<file path="config.mk">
export PLATFORM = sky130hd
export DESIGN_NAME = if_id_queue
export DESIGN_NICKNAME = d
export VERILOG_FILES = /design/src/rtl/if_id_queue.sv
export SDC_FILE = /design/constraint.sdc
export NUM_CORES = 1
export LEC_CHECK = 0
export ABC_AREA = 1
export CAP_MARGIN = 25
export CORE_MARGIN = 2
export CORE_UTILIZATION = 40
export DETAILED_ROUTE_END_ITERATION = 7
export DONT_BUFFER_PORTS = 1
export GPL_ROUTABILITY_DRIVEN = 0
export PLACE_DENSITY = 0.63
export SLEW_MARGIN = 20
export SYNTH_ARGS = -nofsm -noshare
export SYNTH_HDL_FRONTEND = slang
export SYNTH_SLANG_ARGS = --single-unit
</file>
<file path="constraint.sdc">
create_clock -name clk -period 4.5 [get_ports clk]
set_clock_uncertainty 0.2 [all_clocks]
set_input_delay 0.45 -clock clk [delete_from_list [all_inputs] [get_ports clk]]
set_output_delay 0.45 -clock clk [all_outputs]
set_load 0.005 [all_outputs]
</file>
<file path="src/rtl/if_id_queue.sv">
// IF/ID queue: buffers up to DEPTH {pc, inst} pairs in a circular queue between fetch and decode; one-cycle latency, no bypass.
// in_ready depends only on occupancy (no ready pass-through when full); an all-zero bubble is shown when empty; flush empties the queue.
module if_id_queue #(
  parameter int PC_W   = 32,
  parameter int INST_W = 32,
  parameter int DEPTH  = 4,
  parameter int CNT_W  = $clog2(DEPTH + 1)
) (
  input  logic              clk,
  input  logic              reset,
  input  logic              flush,
  input  logic              in_valid,
  output logic              in_ready,
  input  logic [PC_W-1:0]   in_pc,
  input  logic [INST_W-1:0] in_inst,
  output logic              out_valid,
  input  logic              out_ready,
  output logic [PC_W-1:0]   out_pc,
  output logic [INST_W-1:0] out_inst,
  output logic [CNT_W-1:0]  count
);

  localparam int PTR_W = $clog2(DEPTH);
  localparam logic [PTR_W-1:0] PTR_ONE  = PTR_W'(1);
  localparam logic [CNT_W-1:0] CNT_ONE  = CNT_W'(1);
  localparam logic [CNT_W-1:0] CNT_FULL = CNT_W'(DEPTH);

  logic [PC_W-1:0]   pc_mem_q   [DEPTH];
  logic [INST_W-1:0] inst_mem_q [DEPTH];

  logic [PTR_W-1:0] rd_ptr_q, rd_ptr_d;
  logic [PTR_W-1:0] wr_ptr_q, wr_ptr_d;
  logic [CNT_W-1:0] count_q, count_d;
  logic             push;
  logic             pop;

  assign in_ready  = (count_q != CNT_FULL);
  assign out_valid = (count_q != '0);
  assign push      = in_valid & in_ready;
  assign pop       = out_valid & out_ready;
  assign count     = count_q;
  assign out_pc    = out_valid ? pc_mem_q[rd_ptr_q]   : '0;
  assign out_inst  = out_valid ? inst_mem_q[rd_ptr_q] : '0;

  always_comb begin
    rd_ptr_d = rd_ptr_q;
    wr_ptr_d = wr_ptr_q;
    count_d  = count_q;
    if (flush) begin
      rd_ptr_d = '0;
      wr_ptr_d = '0;
      count_d  = '0;
    end else begin
      if (push) wr_ptr_d = wr_ptr_q + PTR_ONE;
      if (pop)  rd_ptr_d = rd_ptr_q + PTR_ONE;
      if (push && !pop)      count_d = count_q + CNT_ONE;
      else if (pop && !push) count_d = count_q - CNT_ONE;
    end
  end

  always_ff @(posedge clk or posedge reset) begin
    if (reset) begin
      rd_ptr_q <= '0;
      wr_ptr_q <= '0;
      count_q  <= '0;
    end else begin
      rd_ptr_q <= rd_ptr_d;
      wr_ptr_q <= wr_ptr_d;
      count_q  <= count_d;
    end
  end

  // Storage is left unreset; out_valid gating hides stale contents.
  always_ff @(posedge clk) begin
    if (push && !flush) begin
      pc_mem_q[wr_ptr_q]   <= in_pc;
      inst_mem_q[wr_ptr_q] <= in_inst;
    end
  end

endmodule
</file>
==> flow_summary.html <==
<table>
<tr><th>Metric</th><th>Value</th></tr>
<tr><th colspan="2">Logic synthesis</th></tr>
<tr><td>Mapped Cells</td><td>818</td></tr>
<tr><td>Netlist Area Pre-Place</td><td>a little over 10000 um2</td></tr>
<tr><td>Area contributors post-synth</td><td>edfxtp_1, nor2_1, o21ai_0</td></tr>
<tr><td>Primary FF master, synth</td><td>edfxtp_1</td></tr>
<tr><td>Most instantiated library cell after synthesis</td><td>nor2_1</td></tr>
<tr><td>Async set or reset register ratio after synthesis</td><td>2.66%</td></tr>
<tr><td>Count of flip-flops with a built-in enable after synthesis</td><td>approximately 260</td></tr>
<tr><td>Synthesized flop and latch total</td><td>263</td></tr>
<tr><td>Synthesized Nets</td><td>892</td></tr>
<tr><td>Top cells by count, synth</td><td>nor2_1, edfxtp_1, o21ai_0</td></tr>
<tr><td>Yosys top cell area share</td><td>around three quarters</td></tr>
<tr><td>Cell type contributing the most total cell area after synthesis</td><td>edfxtp_1</td></tr>
<tr><td>Fraction of the yosys area taken by sequential cells</td><td>76.0%</td></tr>
<tr><td>Synth unique cells</td><td>24</td></tr>
<tr><td>Yosys synthesis warning count</td><td>0</td></tr>
<tr><td>Post-Syn Area per Cell</td><td>about 13 um2</td></tr>
<tr><th colspan="2">Finish</th></tr>
<tr><td>Area added between synthesis and finish</td><td>18.7%</td></tr>
<tr><td>Layout Cells excl Fill</td><td>1232</td></tr>
<tr><td>Net count reported at finish</td><td>approximately 960</td></tr>
<tr><td>Diode insertion count for antenna repair</td><td>0</td></tr>
<tr><td>Share of cells above drive strength 1</td><td>7.65%</td></tr>
<tr><th colspan="2">Power and ir drop</th></tr>
<tr><td>Total power draw</td><td>between 6 and 7 mW</td></tr>
<tr><td>Largest voltage drop on the vdd net</td><td>between 400 and 500 uV</td></tr>
<tr><td>Cell leakage power</td><td>between 4 and 5 nW</td></tr>
<tr><td>Pwr Density</td><td>roughly 550 nW/um2</td></tr>
<tr><th colspan="2">Setup path</th></tr>
<tr><td>Highest fanout seen on the critical path</td><td>between 50 and 60</td></tr>
<tr><td>Chain of cells forming the critical path</td><td>clkinv_2, buf_4, o21ai_0, a21oi_1</td></tr>
<tr><td>Count of cells along the worst register-to-register path</td><td>5</td></tr>
<tr><td>Required arrival time at the worst endpoint</td><td>around 3.9 ns</td></tr>
<tr><td>Setup crit start kind</td><td>flip-flop</td></tr>
<tr><td>Signal arrival time at the worst endpoint</td><td>between 2 and 3 ns</td></tr>
<tr><td>Capturing element type of the critical path</td><td>output port</td></tr>
<tr><td>Critical Path Max Stage Delay</td><td>around 0.79 ns</td></tr>
<tr><td>Type of the worst setup path</td><td>flip-flop to output port</td></tr>
<tr><td>Cell type of the slowest stage on the worst timing path</td><td>dfrtp_4</td></tr>
<tr><th colspan="2">Drt</th></tr>
<tr><td>Count of TritonRoute iterations in the first routing pass</td><td>4</td></tr>
<tr><td>Starting DRC count in detailed routing</td><td>a little over 400</td></tr>
<tr><td>Final antenna-violating net count</td><td>0</td></tr>
<tr><td>Via-per-instance ratio</td><td>between 5 and 6</td></tr>
<tr><td>Total Routed Length</td><td>approximately 22 mm</td></tr>
<tr><td>Via count</td><td>a little over 6k</td></tr>
<tr><td>Post-detailed-route DRC marker count</td><td>0</td></tr>
<tr><td>Average wire length per cell after detail routing</td><td>roughly 18 um</td></tr>
<tr><th colspan="2">Clock network</th></tr>
<tr><td>Clock tree root driver cell</td><td>clkbuf_16</td></tr>
<tr><td>Number of levels in the clock H-tree</td><td>1</td></tr>
<tr><td>TritonCTS Buffers</td><td>28</td></tr>
<tr><td>CTS tree</td><td>built</td></tr>
<tr><td>Maximum count of clock buffers along a single path</td><td>3</td></tr>
<tr><td>Clock Latency Late Sink</td><td>between 0.5 and 0.6 ns</td></tr>
<tr><td>Post-CTS Resized</td><td>0</td></tr>
<tr><td>CTS clk-pin slew, worst paths</td><td>roughly 0.060 ns</td></tr>
<tr><td>Clock sink count</td><td>~260</td></tr>
<tr><th colspan="2">Die</th></tr>
<tr><td>Horizontal die dimension</td><td>165 um</td></tr>
<tr><td>Total number of placement rows</td><td>58</td></tr>
<tr><td>Height of the chip</td><td>165 um</td></tr>
<tr><td>Starting Density</td><td>between 40% and 50%</td></tr>
<tr><td>Area inside the core boundary</td><td>25300 um2</td></tr>
<tr><td>Die footprint</td><td>~27000 um2</td></tr>
<tr><td>I/O pins</td><td>about 140</td></tr>
<tr><th colspan="2">Timing</th></tr>
<tr><td>Sum Neg Setup Slack</td><td>0 ns</td></tr>
<tr><td>Max-slew violation count</td><td>0</td></tr>
<tr><td>Actual transition at the worst max-transition pin</td><td>just under 1 ns</td></tr>
<tr><td>Highest Clock Rate</td><td>292 MHz</td></tr>
<tr><td>Final critical path time including I/O delays and setup</td><td>3.43 ns</td></tr>
<tr><td>Fin crit share</td><td>~76%</td></tr>
<tr><td>Final-report hold violation count</td><td>0</td></tr>
<tr><td>Headroom to the max-slew limit</td><td>roughly a third</td></tr>
<tr><td>RSZ-0062 raised after global routing</td><td>no</td></tr>
<tr><td>Final setup violation count</td><td>0</td></tr>
<tr><th colspan="2">Min path</th></tr>
<tr><td>Cell count of the worst hold path</td><td>4</td></tr>
<tr><td>Worst min-delay path category</td><td>primary input to flip-flop</td></tr>
<tr><th colspan="2">Global routing</th></tr>
<tr><td>Antenna violations before repair</td><td>0</td></tr>
<tr><td>Global-route wire length before repair</td><td>about 33 mm</td></tr>
<tr><td>Overflow left after global routing</td><td>0</td></tr>
<tr><td>Maximum number of pins on one net before global-route repair</td><td>81</td></tr>
<tr><td>Global-route total usage across every layer</td><td>~16%</td></tr>
<tr><td>Vias in the first global route</td><td>between 6k and 7k</td></tr>
<tr><th colspan="2">Placed design</th></tr>
<tr><td>Count of buffers from port buffering</td><td>0</td></tr>
<tr><td>Dpl cells</td><td>approximately 1.1k</td></tr>
<tr><td>DP Wirelength</td><td>12.3 mm</td></tr>
<tr><th colspan="2">Run status</th></tr>
<tr><td>Result of the run</td><td>finished, final reports clean</td></tr>
<tr><th colspan="2">Flow run</th></tr>
<tr><td>Max-capacitance violation count</td><td>0</td></tr>
</table>
-- state kept, by name, summed over array words and instances (netlist names) --
name and flops:
inst_mem_q 128, rd_ptr_q 2, pc_mem_q 128, count 3
wr_ptr_q 2
-- area by class of cell --
cell class	instances	area [um2]
Inverter	18	68.8
Tap cell	330	413
Timing Repair Buffer	82	833
Clock inverter	13	140
Multi-Input combinational cell	489	2200
Fill cell	2160	13000
Sequential cell	263	7870
Clock buffer	37	756
-- metrics by stage --
stage | setup WS, ns | hold WS [ns] | utilization (%) | cell area [um2]
6_report | 1.07 | 0.0326 | 48.6 | 12300
5_1_grt | 0.709 | 0.0334 | 48.6 | 12300
4_1_cts | 0.953 | 0.00571 | 48.6 | 12300
3_5_place_dp | 1.53 | 0.105 | 42.4 | 10700
3_3_place_gp | 1.18 | 0.107 | 42.3 | 10700
2_1_floorplan | 0.316 | 0.0534 | - | 10300
-- worst paths after layout --
path                                     end  slack (ns)        start
max                               out_pc[13]        1.07  rd_ptr_q[0]
min                              wr_ptr_q[1]        0.03     in_valid
max reg2reg                inst_mem_q[1][18]        1.76     count[0]
min reg2reg                         count[0]        0.37     count[0]
max in group asynchronous        rd_ptr_q[0]        3.71        reset
min in group asynchronous           count[1]        0.13        reset
-- worst max-delay path, delay by kind of cell, from the launching register on --
kind	cells	cell delay, ns
flops	1	0.79
buf+inv	2	1.08
compound gates	2	0.35
-- logic make-up after synthesis --
kind of cell | synth area share [%]
buffers and inverters | 3.02
xor gates and xnor gates | 0.169
adders and majority gates | 0.677
AOI/OAI and AO/OA | 9.57
DFF | 76.0
and+or+nand+nor | 10.6
-- per-layer routing --
metal,vias up,GRT usage [%],routed length (um)
li1,3022,-,-
met1,3028,17.7,8640
met2,147,29.7,11100
met3,31,4.50,1580
met4,0,4.51,410
met5,-,0,0
-- layout by cell type (no fill, tap or decap) --
cell and count:
xnor2_1 1, nor2_1 259, clkinvlp_4 1, buf_12 4, a21oi_1 64, nand2_2 3
dfrtp_4 1, bufinv_16 3, nor2_4 4, xor2_1 1, inv_1 14, fa_1 1
dfrtp_2 1, ha_1 4, clkbuf_1 8, dlygate4sd3_1 67, clkbuf_16 29, edfxtp_1 256
o21ai_0 129, dfrtp_1 5, nand2_1 10, clkinv_1 3, clkinv_2 8, inv_2 2
o21ai_1 3, buf_4 11, nor3_1 1, nand4_1 3, nor2_2 1, nand3_1 4
a21oi_2 1
-- power by group --
| part | internal [mW] | switching [mW] | leakage, nW | total, mW |
|---|---|---|---|---|
| combinational | 0.424 | 1.11 | 1.28 | 1.53 |
| clock | 1.34 | 0.868 | 0.440 | 2.21 |
| sequential | 2.86 | 0.0993 | 2.41 | 2.95 |
| total | 4.62 | 2.08 | 4.13 | 6.70 |
-- what timing repair did --
| action | 4_1_cts | 5_1_grt |
|---|---|---|
| setup buffers | 0 | 0 |
| hold buffers | 67 | 0 |
| hold endpoints to repair | 267 | 0 |
Note: power is estimated with default switching activity, not from simulation.
